**src/rtl/btn_input_pkg.sv**
```systemverilog
// Shared board constants for gm-proto-e1 input/output blocks and the
// per-channel button event bundle.
package btn_input_pkg;
  localparam int CLK_HZ   = 10_000_000;
  localparam int DEB_10MS = CLK_HZ / 100;
  localparam int LONG_1S  = CLK_HZ;

  typedef struct packed {
    logic state;
    logic press;
    logic rel;
    logic lp;
  } btn_ev_t;
endpackage

```
**src/rtl/btn_input_debounce_ch.sv**
```systemverilog
// One button channel: 2-FF sync, debounce, press/release edges and a
// one-shot long-press pulse.
module debounce_ch
  import btn_input_pkg::*;
#(
  parameter int DEB_CYCLES     = DEB_10MS,
  parameter int LONG_CYCLES    = LONG_1S,
  parameter bit BTN_ACTIVE_LOW = 1'b1
) (
  input  logic    clk,
  input  logic    rst,
  input  logic    btn,
  output btn_ev_t ev
);
  localparam int   DW       = $clog2(DEB_CYCLES);
  localparam int   HW       = $clog2(LONG_CYCLES);
  localparam logic IDLE_LVL = BTN_ACTIVE_LOW;

  logic [1:0]    sync;
  logic          lvl, state, state_d, state_nxt, lp, lp_done;
  logic [DW-1:0] dcnt, dcnt_nxt;
  logic [HW-1:0] hcnt;

  assign lvl = sync[1] ^ BTN_ACTIVE_LOW;

  // Any sample agreeing with the current state restarts the count.
  always_comb begin
    state_nxt = state;
    dcnt_nxt  = '0;
    if (lvl != state) begin
      if (dcnt == DW'(DEB_CYCLES - 1)) state_nxt = lvl;
      else                              dcnt_nxt  = dcnt + 1'b1;
    end
  end

  always_ff @(posedge clk or negedge rst) begin
    if (!rst) begin
      sync    <= {2{IDLE_LVL}};
      dcnt    <= '0;
      state   <= 1'b0;
      state_d <= 1'b0;
      hcnt    <= '0;
      lp      <= 1'b0;
      lp_done <= 1'b0;
    end else begin
      sync    <= {sync[0], btn};
      dcnt    <= dcnt_nxt;
      state   <= state_nxt;
      state_d <= state;
      if (!state)                            hcnt <= '0;
      else if (hcnt != HW'(LONG_CYCLES - 1)) hcnt <= hcnt + 1'b1;
      // Gating on state_nxt lets a coincident release suppress the pulse.
      lp <= state_nxt && (hcnt == HW'(LONG_CYCLES - 1)) && !lp_done;
      if (!state_nxt)                                lp_done <= 1'b0;
      else if (hcnt == HW'(LONG_CYCLES - 1))         lp_done <= 1'b1;
    end
  end

  assign ev.state = state;
  assign ev.press = state & ~state_d;
  assign ev.rel   = ~state & state_d;
  assign ev.lp    = lp;
endmodule

```
**src/rtl/btn_input.sv**
```systemverilog
// Push-button front end: NBTN debounced channels plus a shared 4-bit
// counter of cycles carrying at least one press pulse.
module btn_input
  import btn_input_pkg::*;
#(
  parameter int NBTN           = 4,
  parameter int DEB_CYCLES     = DEB_10MS,
  parameter int LONG_CYCLES    = LONG_1S,
  parameter bit BTN_ACTIVE_LOW = 1'b1
) (
  input  logic            clk,
  input  logic            rst,
  input  logic [NBTN-1:0] btn,
  output logic [NBTN-1:0] state,
  output logic [NBTN-1:0] press,
  output logic [NBTN-1:0] rel,       // release pulse; "release" is a reserved word
  output logic [NBTN-1:0] longpress,
  output logic [3:0]      press_cnt
);
  btn_ev_t ev [NBTN];

  for (genvar i = 0; i < NBTN; i++) begin : g_ch
    debounce_ch #(
      .DEB_CYCLES    (DEB_CYCLES),
      .LONG_CYCLES   (LONG_CYCLES),
      .BTN_ACTIVE_LOW(BTN_ACTIVE_LOW)
    ) u_ch (
      .clk(clk),
      .rst(rst),
      .btn(btn[i]),
      .ev (ev[i])
    );
    assign state[i]     = ev[i].state;
    assign press[i]     = ev[i].press;
    assign rel[i]       = ev[i].rel;
    assign longpress[i] = ev[i].lp;
  end

  always_ff @(posedge clk or negedge rst) begin
    if (!rst)        press_cnt <= '0;
    else if (|press) press_cnt <= press_cnt + 4'd1;
  end
endmodule
```
**config.mk**
```make
export PLATFORM = sky130hd
export DESIGN_NAME = btn_input
export DESIGN_NICKNAME = d
export VERILOG_FILES = /design/src/rtl/btn_input_pkg.sv /design/src/rtl/btn_input_debounce_ch.sv /design/src/rtl/btn_input.sv
export SDC_FILE = /design/constraint.sdc
export NUM_CORES = 1
export LEC_CHECK = 0
export CAP_MARGIN = 10
export CORE_ASPECT_RATIO = 1.75
export CORE_MARGIN = 8
export CORE_UTILIZATION = 59
export DETAILED_ROUTE_END_ITERATION = 16
export PLACE_DENSITY_LB_ADDON = 0.2
export SLEW_MARGIN = 10
export SYNTH_ARGS = -nofsm -noshare
export SYNTH_HDL_FRONTEND = slang
export SYNTH_SLANG_ARGS = --single-unit
```
**constraint.sdc**
```tcl
create_clock -name clk -period 4.9 [get_ports clk]
set_input_delay 0.98 -clock clk [delete_from_list [all_inputs] [get_ports clk]]
set_output_delay 0.98 -clock clk [all_outputs]
set_load 0.005 [all_outputs]
```
; Yosys cells after proc, flatten, opt, wreduce, memory -nomap -nowiden
; Index checks and enable logic that the tools add are counted.
[totals]
register_bits = 192
output_inout_bits = 20
[classes]
add_sub_neg = 9
eq_ne = 24
mux = 32
bitwise_logic = 20
reduce_logical = 13
[op_table]
columns = operator, count
row1 = $mux W24, 8
row2 = $mux W17, 8
row3 = $add A24 B1 Y24 const B, 4
row4 = $eq A24 B24 Y1 const B, 4
row5 = $ne A24 B24 Y1 const B, 4
row6 = $add A17 B1 Y17 const B, 4
row7 = $eq A17 B17 Y1 const B, 4
row8 = $mux W1, 16
row9 = $ne A2 B2 Y1 const B, 8
row10 = $not A1 Y1, 12
row11 = $and A1 B1 Y1, 8
row12 = $logic_and A1 B1 Y1, 8
row13 = $add A4 B1 Y4 const B, 1
row14 = $logic_not A1 Y1, 4
row15 = $ne A1 B1 Y1, 4
row16 = $reduce_or A4 Y1, 1

; Depth between registers and ports, before layout
[logic_depth]
depth_word = 5
depth_mapped = 8

; Cells and area by module
; A second synthesis with hierarchy kept.
[hier_totals]
hier_cells = 928
area_unflattened_um2 = 9394.0
[modules_own_cells]
columns = module, n_inst, cells_each, area_per_inst_um2
row1 = debounce_ch (g_ch[0].u_ch ...), 3, 228, 2302.2
row2 = debounce_ch (g_ch[1].u_ch), 1, 232, 2312.2
row3 = btn_input, 1, 12, 175.2

; Worst setup path before layout
; No wires, ideal clock.
[synth_path]
kind = register to register
start = register g_ch[1].u_ch.hcnt[13]
end = register g_ch[1].u_ch.hcnt[1]
setup_ns = 0.132
arrival_ns = 1.882
t_required_ns = 4.768
path_slack_ns = 2.886
stages_incl_launch_ff = 7
n_path_buf = 1
cell_sequence = dfrtp_1 > or4b_1 > or4_4 > nor2_4 > buf_6 > mux2i_1 > nor2_1
[synth_via]
elab_chain_cells = 2
[synth_rtl]
columns = element, line_no
row1 = start: declaration, btn_input_debounce_ch.sv:22  ; logic [HW-1:0] hcnt;
row2 = start signal: assignment, btn_input_debounce_ch.sv:51  ; else if (hcnt != HW'(LONG_CYCLES - 1)) hcnt <= hcnt + 1'b1;
row3 = $ne A24 B24 Y1, btn_input_debounce_ch.sv:51
row4 = $ne A2 B2 Y1 (no line), n/a
; Every way passes these cells.
; A chain may end at the register's enable or synchronous reset.

; Worst setup path in the final report
[layout_path]
start = register g_ch[0].u_ch.state
end = output port press[0]
[layout_via]
elab_chain_cells = 1
[layout_rtl]
columns = element, line_no
row1 = start: declaration, btn_input_debounce_ch.sv:20  ; logic lvl, state, state_d, state_nxt, lp, lp_done;
row2 = start signal: assignment, btn_input_debounce_ch.sv:48  ; state <= state_nxt;
row3 = $and A1 B1 Y1, btn_input_debounce_ch.sv:60  ; assign ev.press = state & ~state_d;
row4 = end: declaration, btn_input.sv:15  ; output logic [NBTN-1:0] press,
; Every way passes these cells.

==> impl_metrics.yaml <==
outcome:
  outcome: "finished clean"
timing:
  drv_slew: 0
  slew_headroom_pct: 26.6
  finalCritPeriodShare_pct: 65.5
  fmax_ghz: 0.311
  fin_crit_ns: 3.21
  finalSetupTns_ns: 0
  worstMarginPinSlew_ns: 1.09
  skew_ns: 0.0111
  setup_viol_count_final: 0
  hold_violations: 0
  rsz0062_at_grt: "false"
finish:
  ff_latch_area_um2: 4810
  area_growth_pct: 10.5
  drive_gt1_share_pct: 5.80
  insertedDiodeCount: 0
  fillers: 1270
  final_area_um2: 10200
  finalNetCount: 951
  multi_input_area_um2: 4130
synth:
  synth_seq_cells: 192
  ys_warn_count: 0
  synth_nets: 940
  synth_top_area_share_pct: 50.1
  ys_async_sr_fraction_pct: 100
  yosysSeqAreaShare_pct: 52.4
  netlist_instances: 925
  syn_avg_cell_area_um2: 9.94
  synth_cell_types: 51
  synth_area_leaders: "dfrtp_1 (50%), xor2_1 (7.1%), nor2_1 (6.8%)"
  synth_area_um2: 9190
  synth_area_leader_cell: "dfrtp_1"
  synth_commonest_cells: "dfrtp_1 (184), nor2_1 (166), xor2_1 (74), nand3_1 (63), xnor2_1 (59)"
  synth_ff_type: "dfrtp_1"
  synth-edff-count: 0
  yosysMostFrequentCell: "dfrtp_1"
setup_path:
  crit_arrival_ns: 2.23
  critPathCaptureType: "output pin"
  max_stage_delay_ns: 0.57
  worstPathCellList: "inv_1 -> nor2_1 -> clkdlybuf4s50_1"
  crit_slowest_cell: "clkdlybuf4s50_1"
  worst-path-buf-inv: 2
  worstPathRequired_ns: 3.92
  crit_type: "reg2out"
  path_delay_family: "buffers and inverters"
  path_max_fanout: 25
  start_kind: "register"
floorplan:
  die_area_um2: 20000
  die_w_um: 110
  boundaryPins: 26
  start_util_pct: 60.0
  coreArea_um2: 15300
  rows: 60
  dieHeight_um: 181
drt:
  routedWlPerCell_um: 15.0
  vias_per_cell: 5.77
  route.antenna.remaining_nets: 0
  first_iter_violations: 321
  wirelength_um: 17100
  vias: 6552
  drtPass1Iterations: 6
  drc_errors: 0
flow_run:
  maxCapViolCount: 0
power:
  total_power_mw: 3.12
  power_density_nw_per_um2: 307
  ir_drop_uv: 222
  p_leak_nw: 4.14
place:
  port_buffers: 25
  hpwl_um: 11400
  place_area_um2: 9530
  gp_congestion: 0.811
cts:
  ctsHoldBuffers: 0
  path_clk_slew_ns: 0.07
  insertion_delay_ns: 0.42
  cts_sinks: 192
  cts_setup_buffers: 0
  numCtsBuffers: 17
  cts-resized-gates: 0
  htree_num_levels: 4
  cts_tree: "done"
  cts_buffer_depth: 2
  clockRootBuffer: "clkbuf_16"
grt:
  track_usage_pct: 18.5
  antenna_found_initial: 0
  grt_start_max_net_pins: 128
  grt_pass1_wl_um: 30500
  grt_pass1_vias: 6677
  grt-ovfl-total: 0
hold_path:
  hold_path_class: "reg2reg"
placed cells by master, fill, tap and decap left out, types with 20 or more instances in the layout:
master / n
and3_1: 24
and4_1: 20
clkdlybuf4s50_1: 24
dfrtp_1: 184
nand2_1: 54
nand3_1: 63
nand4_1: 31
nor2_1: 166
nor3_1: 26
o21ai_0: 20
xnor2_1: 59
xor2_1: 74
area by class of cell:
cell class,count,share of cell area (%)
well taps,186,2.29
flip-flops and latches,192,47.4
clock buffers,21,4.73
repair buffers,27,2.77
multi-input cells,680,40.7
clock inverters,11,1.48
inverters,18,0.665
path summary, 6_finish.rpt:
kind	slack, ns	end	cells past startpoint	start
min reg2reg	0.36	g_ch[3].u_ch.sync[1]$_DFF_PN1_	0	g_ch[3].u_ch.sync[0]$_DFF_PN1_
max in group asynchronous	3.23	g_ch[3].u_ch.sync[1]$_DFF_PN1_	2	rst
min	0.36	g_ch[3].u_ch.sync[1]$_DFF_PN1_	0	g_ch[3].u_ch.sync[0]$_DFF_PN1_
max reg2reg	2.56	press_cnt[1]$_DFFE_PN0P_	4	g_ch[3].u_ch.state$_DFF_PN0_
min in group asynchronous	0.69	g_ch[1].u_ch.hcnt[0]$_DFFE_PN0P_	1	rst
max	1.69	press[0]	3	g_ch[0].u_ch.state$_DFF_PN0_
where the power goes:
group	internal (mW)	total (mW)	switching (mW)	leakage, nW
logic	0.0145	0.0599	0.0454	1.19
clock network	0.862	1.45	0.589	0.306
registers	1.60	1.61	0.0116	2.65
total	2.48	3.12	0.646	4.14
kinds of logic (layout without fill, tap and decap cells):
family / Yosys count / count (layout) / share of synthesized area [%]
buffers and inverters: 53 / 77 / 2.67
XOR/XNOR: 133 / 133 / 12.7
adder cells (fa/ha/maj): 9 / 9 / 1.23
AO/OA/AOI/OAI: 62 / 62 / 4.04
multiplexers: 9 / 9 / 0.994
flip-flops: 192 / 192 / 52.4
AND/OR/NAND/NOR: 467 / 467 / 26.0
through the flow:
stage | cells | setup slack [ns] | utilization [%] | hold WS [ns]
global placement | 1103 | 2.14 | 62.2 | 0.346
CTS | 1135 | 1.66 | 66.3 | 0.357
floorplan | 925 | 2.89 | - | 0.345
detailed placement | 1103 | 2.12 | 62.2 | 0.347
finish | 1135 | 1.69 | 66.3 | 0.356
global route | 1135 | 1.52 | 66.3 | 0.366
flip-flops by register name (all words and copies together) (netlist names):
name / flops
g_ch.u_ch.lp_done: 4
press_cnt: 4
g_ch.u_ch.hcnt: 96
g_ch.u_ch.state_d: 4
g_ch.u_ch.dcnt: 68
g_ch.u_ch.lp: 4
g_ch.u_ch.state: 4
g_ch.u_ch.sync: 8
metal layers:
metal  wire length (um)  global-route usage, %  vias up
met2               8990                   31.8       83
met5                  0                      0        -
met1               7320                   22.5     3235
met3                454                   2.85       26
li1                   -                      -     3208
met4                309                   6.76        0
worst register-to-register path, stage by stage, from the launching register on:
cell and delay, ns:
dfrtp_1 0.43, inv_1 0.58, nor2_1 0.27, or4_1 0.64, mux2_2 0.31
Power figures use the tool's default switching activity.
